===== src/rtl/div_pkg.sv =====
`default_nettype none
// ============================================================================
//  Module      : div_pkg
//  Description : Shared state encoding and BCD constants for the divider
//                result-to-BCD conversion stage.
//  Revision    : 1.0 - initial release
// ============================================================================
package div_pkg;

    localparam logic [1:0] IDLE  = 2'b00;
    localparam logic [1:0] ADJ   = 2'b01;
    localparam logic [1:0] SHIFT = 2'b10;
    localparam logic [1:0] FIN   = 2'b11;

    localparam logic [3:0] BCD_ERR_DIGIT = 4'hE;
    localparam logic [3:0] ADD3_THRESH   = 4'd5;

    typedef enum logic [1:0] {
        ST_IDLE  = IDLE,
        ST_ADJ   = ADJ,
        ST_SHIFT = SHIFT,
        ST_FIN   = FIN
    } state_t;

endpackage
`default_nettype wire


===== src/rtl/dd_lane.sv =====
`default_nettype none
// ============================================================================
//  Module      : dd_lane
//  Description : One double-dabble lane: {BCD accumulator, binary} register
//                with load, add-3 adjust and shift-left operations.
//  Revision    : 1.0 - initial release
// ============================================================================
module dd_lane
    import div_pkg::*;
#(
    parameter int WIDTH  = 4,
    parameter int DIGITS = 2
) (
    input  logic                  CLK,
    input  logic                  rst,
    input  logic                  load,
    input  logic                  adj,
    input  logic                  shift,
    input  logic [WIDTH-1:0]      operand,
    output logic [4*DIGITS-1:0]   bcd
);

    localparam int SR_W = 4*DIGITS + WIDTH;

    logic [SR_W-1:0]     r_sr;
    logic [4*DIGITS-1:0] w_adj_bcd;

    generate
        for (genvar gi = 0; gi < DIGITS; gi++) begin : g_digit
            logic [3:0] w_dig;
            assign w_dig = r_sr[WIDTH + 4*gi +: 4];
            // Digit never exceeds 9, so the 4-bit add cannot carry out.
            assign w_adj_bcd[4*gi +: 4] = (w_dig >= ADD3_THRESH) ? (w_dig + 4'd3) : w_dig;
        end
    endgenerate

    always_ff @(posedge CLK or posedge rst) begin
        if (rst) begin
            r_sr <= '0;
        end else if (load) begin
            r_sr <= {{(4*DIGITS){1'b0}}, operand};
        end else if (adj) begin
            r_sr <= {w_adj_bcd, r_sr[WIDTH-1:0]};
        end else if (shift) begin
            r_sr <= {r_sr[SR_W-2:0], 1'b0};
        end
    end

    assign bcd = r_sr[SR_W-1 -: 4*DIGITS];

endmodule
`default_nettype wire


===== src/rtl/div_bcd_converter.sv =====
`default_nettype none
// ============================================================================
//  Module      : div_bcd_converter
//  Description : Captures divider quotient/remainder on Done and converts both
//                to packed BCD by serial double-dabble for the display.
//  Revision    : 1.0 - initial release
// ============================================================================
module div_bcd_converter
    import div_pkg::*;
#(
    parameter int WIDTH  = 4,
    parameter int DIGITS = 2
) (
    input  logic                CLK,
    input  logic                rst,
    input  logic                Done,
    input  logic                Err,
    input  logic [WIDTH-1:0]    Q,
    input  logic [WIDTH-1:0]    R,
    output logic                Busy,
    output logic                Valid,
    output logic                Err_out,
    output logic [4*DIGITS-1:0] Q_bcd,
    output logic [4*DIGITS-1:0] R_bcd
);

    localparam int CNT_W = $clog2(WIDTH + 1);

    generate
        if ((10 ** DIGITS) <= ((2 ** WIDTH) - 1)) begin : g_param_check
            $error("div_bcd_converter: DIGITS too small to hold a WIDTH-bit value");
        end
    endgenerate

    state_t              r_state;
    state_t              w_state_nxt;
    logic [CNT_W-1:0]    r_cnt;
    logic                w_load;
    logic                w_adj;
    logic                w_shift;
    logic                w_fin;
    logic                w_err_cap;
    logic [4*DIGITS-1:0] w_q_lane;
    logic [4*DIGITS-1:0] w_r_lane;

    always_ff @(posedge CLK or posedge rst) begin
        if (rst) begin
            r_state <= ST_IDLE;
        end else begin
            r_state <= w_state_nxt;
        end
    end

    always_comb begin
        w_state_nxt = r_state;
        w_load      = 1'b0;
        w_adj       = 1'b0;
        w_shift     = 1'b0;
        w_fin       = 1'b0;
        w_err_cap   = 1'b0;
        case (r_state)
            ST_IDLE: begin
                if (Done) begin
                    if (Err) begin
                        w_err_cap = 1'b1;
                    end else begin
                        w_load      = 1'b1;
                        w_state_nxt = ST_ADJ;
                    end
                end
            end
            ST_ADJ: begin
                w_adj       = 1'b1;
                w_state_nxt = ST_SHIFT;
            end
            ST_SHIFT: begin
                w_shift     = 1'b1;
                w_state_nxt = (r_cnt == CNT_W'(1)) ? ST_FIN : ST_ADJ;
            end
            ST_FIN: begin
                w_fin       = 1'b1;
                w_state_nxt = ST_IDLE;
            end
            default: w_state_nxt = ST_IDLE;
        endcase
    end

    assign Busy = (r_state != ST_IDLE);

    always_ff @(posedge CLK or posedge rst) begin
        if (rst) begin
            r_cnt <= '0;
        end else if (w_load) begin
            r_cnt <= CNT_W'(WIDTH);
        end else if (w_shift) begin
            r_cnt <= r_cnt - CNT_W'(1);
        end
    end

    // Result registers only move on capture, error or FIN, so a partial
    // conversion is never visible downstream.
    always_ff @(posedge CLK or posedge rst) begin
        if (rst) begin
            Valid   <= 1'b0;
            Err_out <= 1'b0;
            Q_bcd   <= '0;
            R_bcd   <= '0;
        end else if (w_load) begin
            Valid   <= 1'b0;
            Err_out <= 1'b0;
        end else if (w_err_cap) begin
            Valid   <= 1'b1;
            Err_out <= 1'b1;
            Q_bcd   <= {DIGITS{BCD_ERR_DIGIT}};
            R_bcd   <= '0;
        end else if (w_fin) begin
            Valid   <= 1'b1;
            Err_out <= 1'b0;
            Q_bcd   <= w_q_lane;
            R_bcd   <= w_r_lane;
        end
    end

    dd_lane #(.WIDTH(WIDTH), .DIGITS(DIGITS)) u_q_lane (
        .CLK     (CLK),
        .rst     (rst),
        .load    (w_load),
        .adj     (w_adj),
        .shift   (w_shift),
        .operand (Q),
        .bcd     (w_q_lane)
    );

    dd_lane #(.WIDTH(WIDTH), .DIGITS(DIGITS)) u_r_lane (
        .CLK     (CLK),
        .rst     (rst),
        .load    (w_load),
        .adj     (w_adj),
        .shift   (w_shift),
        .operand (R),
        .bcd     (w_r_lane)
    );

endmodule
`default_nettype wire


===== config.mk =====
export PLATFORM = sky130hd
export DESIGN_NAME = div_bcd_converter
export DESIGN_NICKNAME = d
export VERILOG_FILES = /design/src/rtl/div_pkg.sv /design/src/rtl/dd_lane.sv /design/src/rtl/div_bcd_converter.sv
export SDC_FILE = /design/constraint.sdc
export NUM_CORES = 1
export LEC_CHECK = 0
export CAP_MARGIN = 20
export CORE_MARGIN = 3
export CORE_UTILIZATION = 50
export DETAILED_ROUTE_END_ITERATION = 6
export MAX_ROUTING_LAYER = met4
export PLACE_DENSITY = 0.76
export SETUP_SLACK_MARGIN = 0.02
export SLEW_MARGIN = 25
export SYNTH_ARGS = -nofsm -noshare
export SYNTH_HDL_FRONTEND = slang
export SYNTH_SLANG_ARGS = --single-unit

===== constraint.sdc =====
create_clock -name CLK -period 4.3 [get_ports CLK]
set_input_delay 0.86 -clock CLK [delete_from_list [all_inputs] [get_ports CLK]]
set_output_delay 0.86 -clock CLK [all_outputs]
set_load 0.005 [all_outputs]

## Word-level counts from Yosys, hierarchy flattened

Index checks and enable logic that the tools add are counted.

| storage, ports and cells | value |
|---|---|
| register bits after elaboration | 47 |
| output and inout bits | 19 |

| operators by class | value |
|---|---|
| add/sub/neg operators | 5 |
| order comparisons | 4 |
| equal/unequal tests | 11 |
| multiplexer cells | 35 |
| bitwise logic cells | 1 |
| reduce and logical (&&, ||, !) cells | 13 |

Operators by type and width:

| cell | number |
|---|---|
| $mux 12 | 6 |
| $mux 8 | 4 |
| $add 4x2->4 const B | 4 |
| $ge 4x3->1 const B | 4 |
| $mux 4 | 4 |
| $mux 1 | 15 |
| $reduce_and 2->1 | 7 |
| $pmux 2 s4 | 1 |
| $mux 2 | 3 |
| $mux 3 | 2 |
| $ne 3x1->1 const B | 2 |
| $ne 3x2->1 const B | 2 |
| $reduce_bool 2->1 | 3 |
| $reduce_bool 3->1 | 2 |
| $eq 2x2->1 const B | 2 |
| $ne 2x2->1 const B | 2 |
| $eq 3x1->1 const B | 1 |
| $sub 3x1->3 const B | 1 |
| $eq 2x1->1 const B | 1 |
| $logic_not 2->1 | 1 |
| $ne 2x1->1 const B | 1 |
| $not 1->1 | 1 |

## Logic depth before layout (Yosys ltp)

Gate-level depths: netlist of the first run.

| depth | value |
|---|---|
| depth after elaboration | 5 |
| gate-level depth with buffers | 9 |
| mapped depth without buffers | 6 |

## Cells and area by module

From an unflattened synthesis of the first run, not the netlist that was laid out.

| second synthesis, totals | value |
|---|---|
| cells, all modules | 308 |
| area, all modules | 2,808.9 µm² |

By module, submodules not included:

| module | instances | cells an instance | area an instance (µm²) | seq. area each (µm²) |
|---|---|---|---|---|
| dd_lane | 2 | 101 | 867.1 | 300.3 |
| div_bcd_converter | 1 | 106 | 1,074.8 | 575.6 |

## Worst setup path after synthesis of the first run

Ideal clock, no wire load.

| path | value |
|---|---|
| path kind | input -> register |
| from | in Err |
| to | reg Err_out |
| library setup time | 0.120 ns |
| arrival time | 1.529 ns |
| data required time | 4.180 ns |
| setup slack | 2.651 ns |
| stages on the path | 3 |
| cell sequence | nand3b_2 buf_2 a31o_2 |

| between the ends | value |
|---|---|
| cells in the longest elaborated chain, start to end | 5 |
| elaborated cells on any way between the ends | 9 |
| those cells by class | mux: 8; reduce/logical: 1 |

Ends and longest elaborated chain:

| item | line | text |
|---|---|---|
| start, declared | div_bcd_converter.sv:17 | `input logic Err,` |
| $mux 1 | div_bcd_converter.sv:64 | `if (Err) begin` |
| $mux 1 | div_bcd_converter.sv:63 | `if (Done) begin` |
| $mux 1 | div_bcd_converter.sv:61 | `case (r_state)` |
| $mux 1 | div_bcd_converter.sv:111 | `end else if (w_err_cap) begin` |
| $mux 1 | div_bcd_converter.sv:108 | `end else if (w_load) begin` |
| end signal, assigned | div_bcd_converter.sv:110 | `Err_out <= 1'b0;` |
| end signal, assigned | div_bcd_converter.sv:113 | `Err_out <= 1'b1;` |
| end signal, assigned | div_bcd_converter.sv:118 | `Err_out <= 1'b0;` |
| end, declared | div_bcd_converter.sv:22 | `output logic Err_out,` |

Parallel ways exist; a longest one is shown, timed or not.
A chain may end at the register's enable or synchronous reset.

## Final worst setup path of the first run

| path | value |
|---|---|
| from | reg r_state[0] |
| to | out Busy |

| between the ends | value |
|---|---|
| cells in the longest elaborated chain, start to end | 1 |

Ends and longest elaborated chain:

| item | line | text |
|---|---|---|
| start, declared | div_bcd_converter.sv:35 | `state_t r_state;` |
| start signal, assigned | div_bcd_converter.sv:50 | `r_state <= w_state_nxt;` |
| $reduce_bool 2->1 | div_bcd_converter.sv:88 | `assign Busy = (r_state != ST_IDLE);` |
| end, declared | div_bcd_converter.sv:20 | `output logic Busy,` |

No other way between the ends.

==> flow_metrics.env, run 1 <==
export IMPL_combPwrFrac_pct=55.8
export IMPL_required_ns=3.44
export IMPL_seq_area_um2=1176
export IMPL_irDropWorstVdd_uv=369.0
export IMPL_synth_cell_types=54
export IMPL_gr_usage_met2_pct=30.14
export IMPL_initial_core_util_pct=53.82
export IMPL_grtUsageMet3_pct=3.741
export IMPL_clockBufferDepth=2
export IMPL_seq_area_frac_synth_pct=44.21
export IMPL_cts_resized=0
export IMPL_synth_area_leaders="dfrtp_1 44%, ha_1 7.1%, a32o_1 4.1%, o21ai_0 3.6%, a21oi_1 3.0%"
export IMPL_area_delta_synth_final_pct=12.94
export IMPL_drt_vias_per_instance=5.923
export IMPL_finalCritPeriodShare_pct=57.97
export IMPL_post_cts_buffers=0
export IMPL_grt_pass1_wl_um=9108
export IMPL_drt_iter0_markers=205
export IMPL_final_nets=309
export IMPL_cp_end_kind="output pin"
export IMPL_drv_slew=0
export IMPL_startpoint_type="flip-flop"
export IMPL_synthAdderAreaFrac_pct=7.056
export IMPL_drc_errors=0
export IMPL_synth_area_leader_cell="dfrtp_1"
export IMPL_syn_avg_cell_area_um2=10.19
export IMPL_p_sw_w=0.001079
export IMPL_drive_gt1_share_pct=8.511
export IMPL_synth_compound_area_share_pct=27.80
export IMPL_drt_total_wl_um=5259
export IMPL_ctsHtreeMaxLevel=2
export IMPL_grt_overflow=0
export IMPL_cts_root_buffer="clkbuf_8"
export IMPL_ys_warnings_count=0
export IMPL_final_setup_skew_ns=0.008310
export IMPL_fp_dieArea_um2=6232
export IMPL_core_um2=4942
export IMPL_grt_pass1_vias=1934
export IMPL_clock_latency_ns=0.30
export IMPL_hold_violations=0
export IMPL_critPathKind="reg -> out"
export IMPL_tns_ns=0
export IMPL_drt_wirelength_per_cell_um=15.07
export IMPL_multiInputGateArea_um2=1282
export IMPL_cp_common_cell="inv_1"
export IMPL_rows=25
export IMPL_slowest_delay_ns=0.49
export IMPL_worstHoldPathType="reg -> reg"
export IMPL_worst_slew_pin_slew_ns=0.8096
export IMPL_synth_async_reset_ratio_pct=100.0
export IMPL_antenna_cells=0
export IMPL_clk_pin_slew_ns=0.09
export IMPL_cp_arrival_ns=1.63
export IMPL_crit_family="buffers and inverters"
export IMPL_grt_max_degree=48
export IMPL_synthesis_nets=288
export IMPL_cp_num_buf_inv=3
export IMPL_synth_mux_area_share_pct=0.7526
export IMPL_post_route_util_pct=60.78
export IMPL_cts_tree="done"
export IMPL_netlist_area_um2=2660
export IMPL_detail_route_antenna_nets=0
export IMPL_status="finished clean"
export IMPL_nFillCells=438
export IMPL_power_frac_seq_pct=33.9
export IMPL_rsz0062_at_grt="no"
export IMPL_grt_usage_pct=18.93
export IMPL_holdBufCountCts=0
export IMPL_ys_ff_latch=47
export IMPL_syn_inst=261
export IMPL_first_pass_iters=4
export IMPL_crit_chain="inv_1 -> ha_1 -> inv_1 -> clkdlybuf4s50_1"
export IMPL_io_buffers=30
export IMPL_die_w_um=78.94
export IMPL_fmax_mhz=401.1
export IMPL_maxSlewHeadroom_pct=46.03
export IMPL_synthSimpleGateAreaFrac_pct=12.28
export IMPL_clock_power_share_pct=10.3
export IMPL_die_h_um=78.94
export IMPL_ys_flop_type="dfrtp_1"
export IMPL_synth_top_area_share_pct=44.21
export IMPL_cap_violations=0
export IMPL_synth_top_family_by_area="compound AO/OA/AOI/OAI gates"
export IMPL_top_usage_layer="met2"
export IMPL_fin_area_um2=3004
export IMPL_power_density_nw_per_um2=835.3
export IMPL_grtUsageMet1_pct=24.74
export IMPL_synthXorXnorAreaFrac_pct=0.3293
export IMPL_finalCriticalPeriod_ns=2.493
export IMPL_hpwlAfterDp_um=3598
export IMPL_clock_sinks=47
export IMPL_total_leakage_power_nw=1.292
export IMPL_setup_violations=0
export IMPL_cts_buffers=5
export IMPL_crit_slowest_cell="clkdlybuf4s50_1"
export IMPL_internal_power_w=0.001430
export IMPL_antenna_found_initial=0
export IMPL_swShare_pct=43.00
export IMPL_synth_edff_count=0
export IMPL_dr_total_vias=2067
export IMPL_placed_area_um2=2920
export IMPL_cp_max_fo=6
export IMPL_gp_congestion=0.7891
export IMPL_top_level_ports=31
cells in the mapped netlist, drive strengths merged (5+ instances only):
library cell,count
nand2,16
o21ai,23
nor2,22
ha,15
o22ai,8
inv,18
a21o,5
dfrtp,47
nand2b,7
a21oi,17
a32o,11
a211oi,5
a2bb2oi,8
buf,15
power by group through the flow:
stage	Sequential, W	Clock, W	Combinational [W]
6_report	0.000849	0.000259	0.00140
5_1_grt	0.000885	0.000289	0.00158
4_1_cts	0.000849	0.000269	0.00141
3_5_place_dp	0.000857	0	0.00140
3_3_place_gp	0.000848	0	0.00135
2_1_floorplan	0.000805	0	0.00114
per-layer routing:
metal  share of wire (%)  vias up
li1                    -      992
met1                  46     1008
met2                  48       63
met3                 5.0        4
met4                0.72        0
met5                   0        -
layout by cell type, fill, tap and decap left out, types with 3 or more instances in the layout:
master / Yosys / routed
nor2b_1: 3 / 3
o21ai_1: 3 / 3
nor2_1: 20 / 20
a21o_1: 5 / 5
a31oi_1: 3 / 3
o22ai_1: 8 / 8
nor3b_1: 3 / 3
o21bai_1: 3 / 3
a2bb2oi_1: 7 / 7
clkdlybuf4s50_1: 0 / 30
a32o_1: 11 / 11
ha_1: 15 / 15
clkbuf_8: 0 / 5
o21ai_0: 19 / 19
nand2b_1: 7 / 7
nand2_1: 14 / 14
inv_1: 17 / 16
dfrtp_1: 47 / 47
a21oi_1: 16 / 16
area by class of cell:
cell class              count  area share (%)
well taps                  67           2.791
clock buffers               5           2.291
repair buffers             31           10.25
flip-flops and latches     47           39.15
clock inverters             2          0.4581
multi-input cells         179           42.69
inverters                  18           2.374
sequential cells by signal, indices dropped and copies added (netlist names):
signal and cells:
u_r_lane.r_sr 12, Valid 1, u_q_lane.r_sr 12, Q_bcd 8
Err_out 1, R_bcd 8, r_state 2, r_cnt 3
logic make-up (layout without fill, tap and decap cells):
family,Yosys count,after routing
AO/OA/AOI/OAI,98,98
XOR/XNOR,1,1
adder cells (fa/ha/maj),15,15
buffers and inverters,35,56
flip-flops,47,47
multiplexers,2,2
AND/OR/NAND/NOR,63,63
worst paths after layout:
| kind | start | endpoint | slack, ns | cells past startpoint |
|---|---|---|---|---|
| max | r_state[0]$_DFFE_PP0P_ | Busy | 1.81 | 4 |
| min | Q_bcd[3]$_DFFE_PP0P_ | Q_bcd[3]$_DFFE_PP0P_ | 0.48 | 2 |
| max reg2reg | r_state[1]$_DFFE_PP0P_ | u_q_lane.r_sr[8]$_DFFE_PP0P_ | 2.06 | 6 |
| min reg2reg | Q_bcd[3]$_DFFE_PP0P_ | Q_bcd[3]$_DFFE_PP0P_ | 0.48 | 2 |
| max in group asynchronous | rst | u_q_lane.r_sr[7]$_DFFE_PP0P_ | 2.81 | 2 |
| min in group asynchronous | rst | R_bcd[4]$_DFFE_PP0P_ | 1.00 | 2 |
worst reg2reg max path: cells and delay by family, from the launching register on:
family,cells,cell delay [ns]
fa+ha+maj,1,0.78
simple gates,1,0.19
flops,1,0.42
compound gates,3,0.64
buf+inv,1,0.11
stage by stage:
stage | setup WS (ns) | hold slack, ns | cells | power (W)
final | 1.807 | 0.4850 | 349 | 0.002509
after global routing | 1.711 | 0.5240 | 349 | 0.002753
after CTS | 1.789 | 0.4901 | 349 | 0.002526
after detailed placement | 1.602 | 0.4726 | 342 | 0.002258
after global placement | 1.653 | 0.4619 | 342 | 0.002202
after floorplan | 2.324 | 0.4666 | 261 | 0.001941
Note: power is estimated with default switching activity, not from simulation.
==> run 2, diff against run 1 <==
- clock period: 4.3 -> 2.3 ns (I/O delays scaled with it)
==> flow_metrics.env, run 2 (synthesis results as in run 1) <==
export IMPL_grt_max_degree=48
export IMPL_route_met3_wl_um=189
export IMPL_drt_total_wl_um=5453
export IMPL_holdBufCountCts=0
export IMPL_power_density_nw_per_um2=1608
export IMPL_drive_gt1_share_pct=11.64
export IMPL_drt_wirelength_per_cell_um=15.19
export IMPL_worst_slew_pin_slew_ns=0.6255
export IMPL_tns_ns=0
export IMPL_hpwlAfterDp_um=3881
export IMPL_drv_slew=0
export IMPL_detail_route_antenna_nets=0
export IMPL_gp_congestion=0.8265
export IMPL_hold_violations=0
export IMPL_crit_family="buffers and inverters"
export IMPL_slowest_delay_ns=0.51
export IMPL_drt_vias_per_instance=5.694
export IMPL_mostFrequentLayoutCell="dfrtp_1"
export IMPL_grt_pass1_vias=2003
export IMPL_dp_cells=351
export IMPL_seq_area_um2=1176
export IMPL_placed_area_um2=3000
export IMPL_core_um2=4942
export IMPL_setup_violations=0
export IMPL_grt_pass1_wl_um=9570
export IMPL_grt_usage_pct=19.92
export IMPL_irDropWorstVdd_uv=711.3
export IMPL_first_pass_iters=4
export IMPL_cp_common_cell="inv_1"
export IMPL_area_delta_synth_final_pct=17.92
export IMPL_final_setup_skew_ns=0.009312
export IMPL_drc_errors=0
export IMPL_fin_area_um2=3137
export IMPL_startpoint_type="flip-flop"
export IMPL_status="finished clean"
export IMPL_fmax_mhz=466.7
export IMPL_grt_overflow=0
export IMPL_hold_ws_ns=0.4875
export IMPL_cp_num_buf_inv=3
export IMPL_die_w_um=78.94
export IMPL_antenna_cells=0
export IMPL_routedLengthMet1_um=2635
export IMPL_rsz0062_at_grt="no"
export IMPL_required_ns=1.84
export IMPL_dr_total_vias=2044
export IMPL_cp_end_kind="output pin"
export IMPL_fp_dieArea_um2=6232
export IMPL_finalCritPeriodShare_pct=93.16
export IMPL_final_nets=318
export IMPL_post_cts_buffers=0
export IMPL_total_leakage_power_nw=1.362
export IMPL_finalCriticalPeriod_ns=2.143
export IMPL_critPathKind="reg -> out"
export IMPL_clockBufferDepth=2
export IMPL_nFillCells=431
export IMPL_ctsHtreeMaxLevel=2
export IMPL_maxSlewHeadroom_pct=58.30
export IMPL_clock_latency_ns=0.30
export IMPL_crit_slowest_cell="clkdlybuf4s50_1"
export IMPL_cts_tree="done"
export IMPL_rows=25
export IMPL_fin_cells=359
export IMPL_reg_largest_list="u_q_lane.r_sr (12), u_r_lane.r_sr (12)"
export IMPL_cp_arrival_ns=1.68
export IMPL_antenna_found_initial=0
export IMPL_worstHoldPathType="reg -> reg"
export IMPL_cts_buffers=5
export IMPL_initial_core_util_pct=53.82
export IMPL_cts_root_buffer="clkbuf_8"
export IMPL_highest_layer="met4"
export IMPL_clock_sinks=47
export IMPL_total_power_w=0.005044
export IMPL_clk_pin_slew_ns=0.09
export IMPL_final_cell_mix="47 x dfrtp_1, 30 x clkdlybuf4s50_1, 20 x nor2_1"
export IMPL_multiInputGateArea_um2=1282
export IMPL_route_met2_wl_um=2578
export IMPL_top_level_ports=31
export IMPL_drt_iter0_markers=123
export IMPL_io_buffers=30
export IMPL_crit_chain="inv_1 -> ha_1 -> inv_1 -> clkdlybuf4s50_1"
export IMPL_cap_violations=0
export IMPL_cp_max_fo=6
export IMPL_cts_resized=0
export IMPL_die_h_um=78.94
run 2: cell count changes in the layout (fill, tap and decap cells not counted), sizes merged:
cell,before,now
bufinv,0,2
clkinv,3,0
clkinvlp,0,1
inv,17,18
buf,1,10
run 2: area by class of cell:
class	instances	area share [%]
Timing Repair Buffer	40	12.37
Multi-Input combinational cell	179	40.89
Sequential cell	47	37.50
Clock buffer	5	2.194
Inverter	18	2.234
Tap cell	67	2.673
Clock inverter	3	2.154
run 2: path summary, 6_finish.rpt:
path / start / endpoint / slack, ns / cells past startpoint
max: r_state[0]$_DFFE_PP0P_ / Busy / 0.16 / 4
min in group asynchronous: rst / R_bcd[6]$_DFFE_PP0P_ / 0.50 / 3
max in group asynchronous: rst / u_q_lane.r_sr[6]$_DFFE_PP0P_ / 1.57 / 3
min reg2reg: Q_bcd[3]$_DFFE_PP0P_ / Q_bcd[3]$_DFFE_PP0P_ / 0.49 / 2
max reg2reg: r_state[1]$_DFFE_PP0P_ / u_q_lane.r_sr[8]$_DFFE_PP0P_ / 0.30 / 6
min: Q_bcd[3]$_DFFE_PP0P_ / Q_bcd[3]$_DFFE_PP0P_ / 0.49 / 2
run 2: routing by layer:
metal	up-vias	track usage, %
met5	-	-
met4	0	4.639
li1	1011	-
met2	46	32.26
met1	981	26.47
met3	6	3.401
run 2: metrics by stage:
| stage | setup WS, ns | util (%) |
|---|---|---|
| 2_1_floorplan | 0.7239 | - |
| 3_3_place_gp | 0.2950 | 60.71 |
| 3_5_place_dp | 0.2868 | 60.71 |
| 4_1_cts | 0.1429 | 63.47 |
| 5_1_grt | 0.08807 | 63.47 |
| 6_report | 0.1574 | 63.47 |
run 2: worst min-delay path, delay by kind of cell, from the launching register on:
kind / cells / cell delay (ns)
flops: 1 / 0.35
simple gates: 1 / 0.05
compound gates: 1 / 0.06
run 2: report_power, final:
part,switching (W),total [W],leakage [nW],internal [W]
logic,0.00140,0.00273,0.716,0.00133
registers,0.000375,0.00160,0.581,0.00122
clock network,0.000288,0.000721,0.0644,0.000433
total,0.00206,0.00504,1.36,0.00298
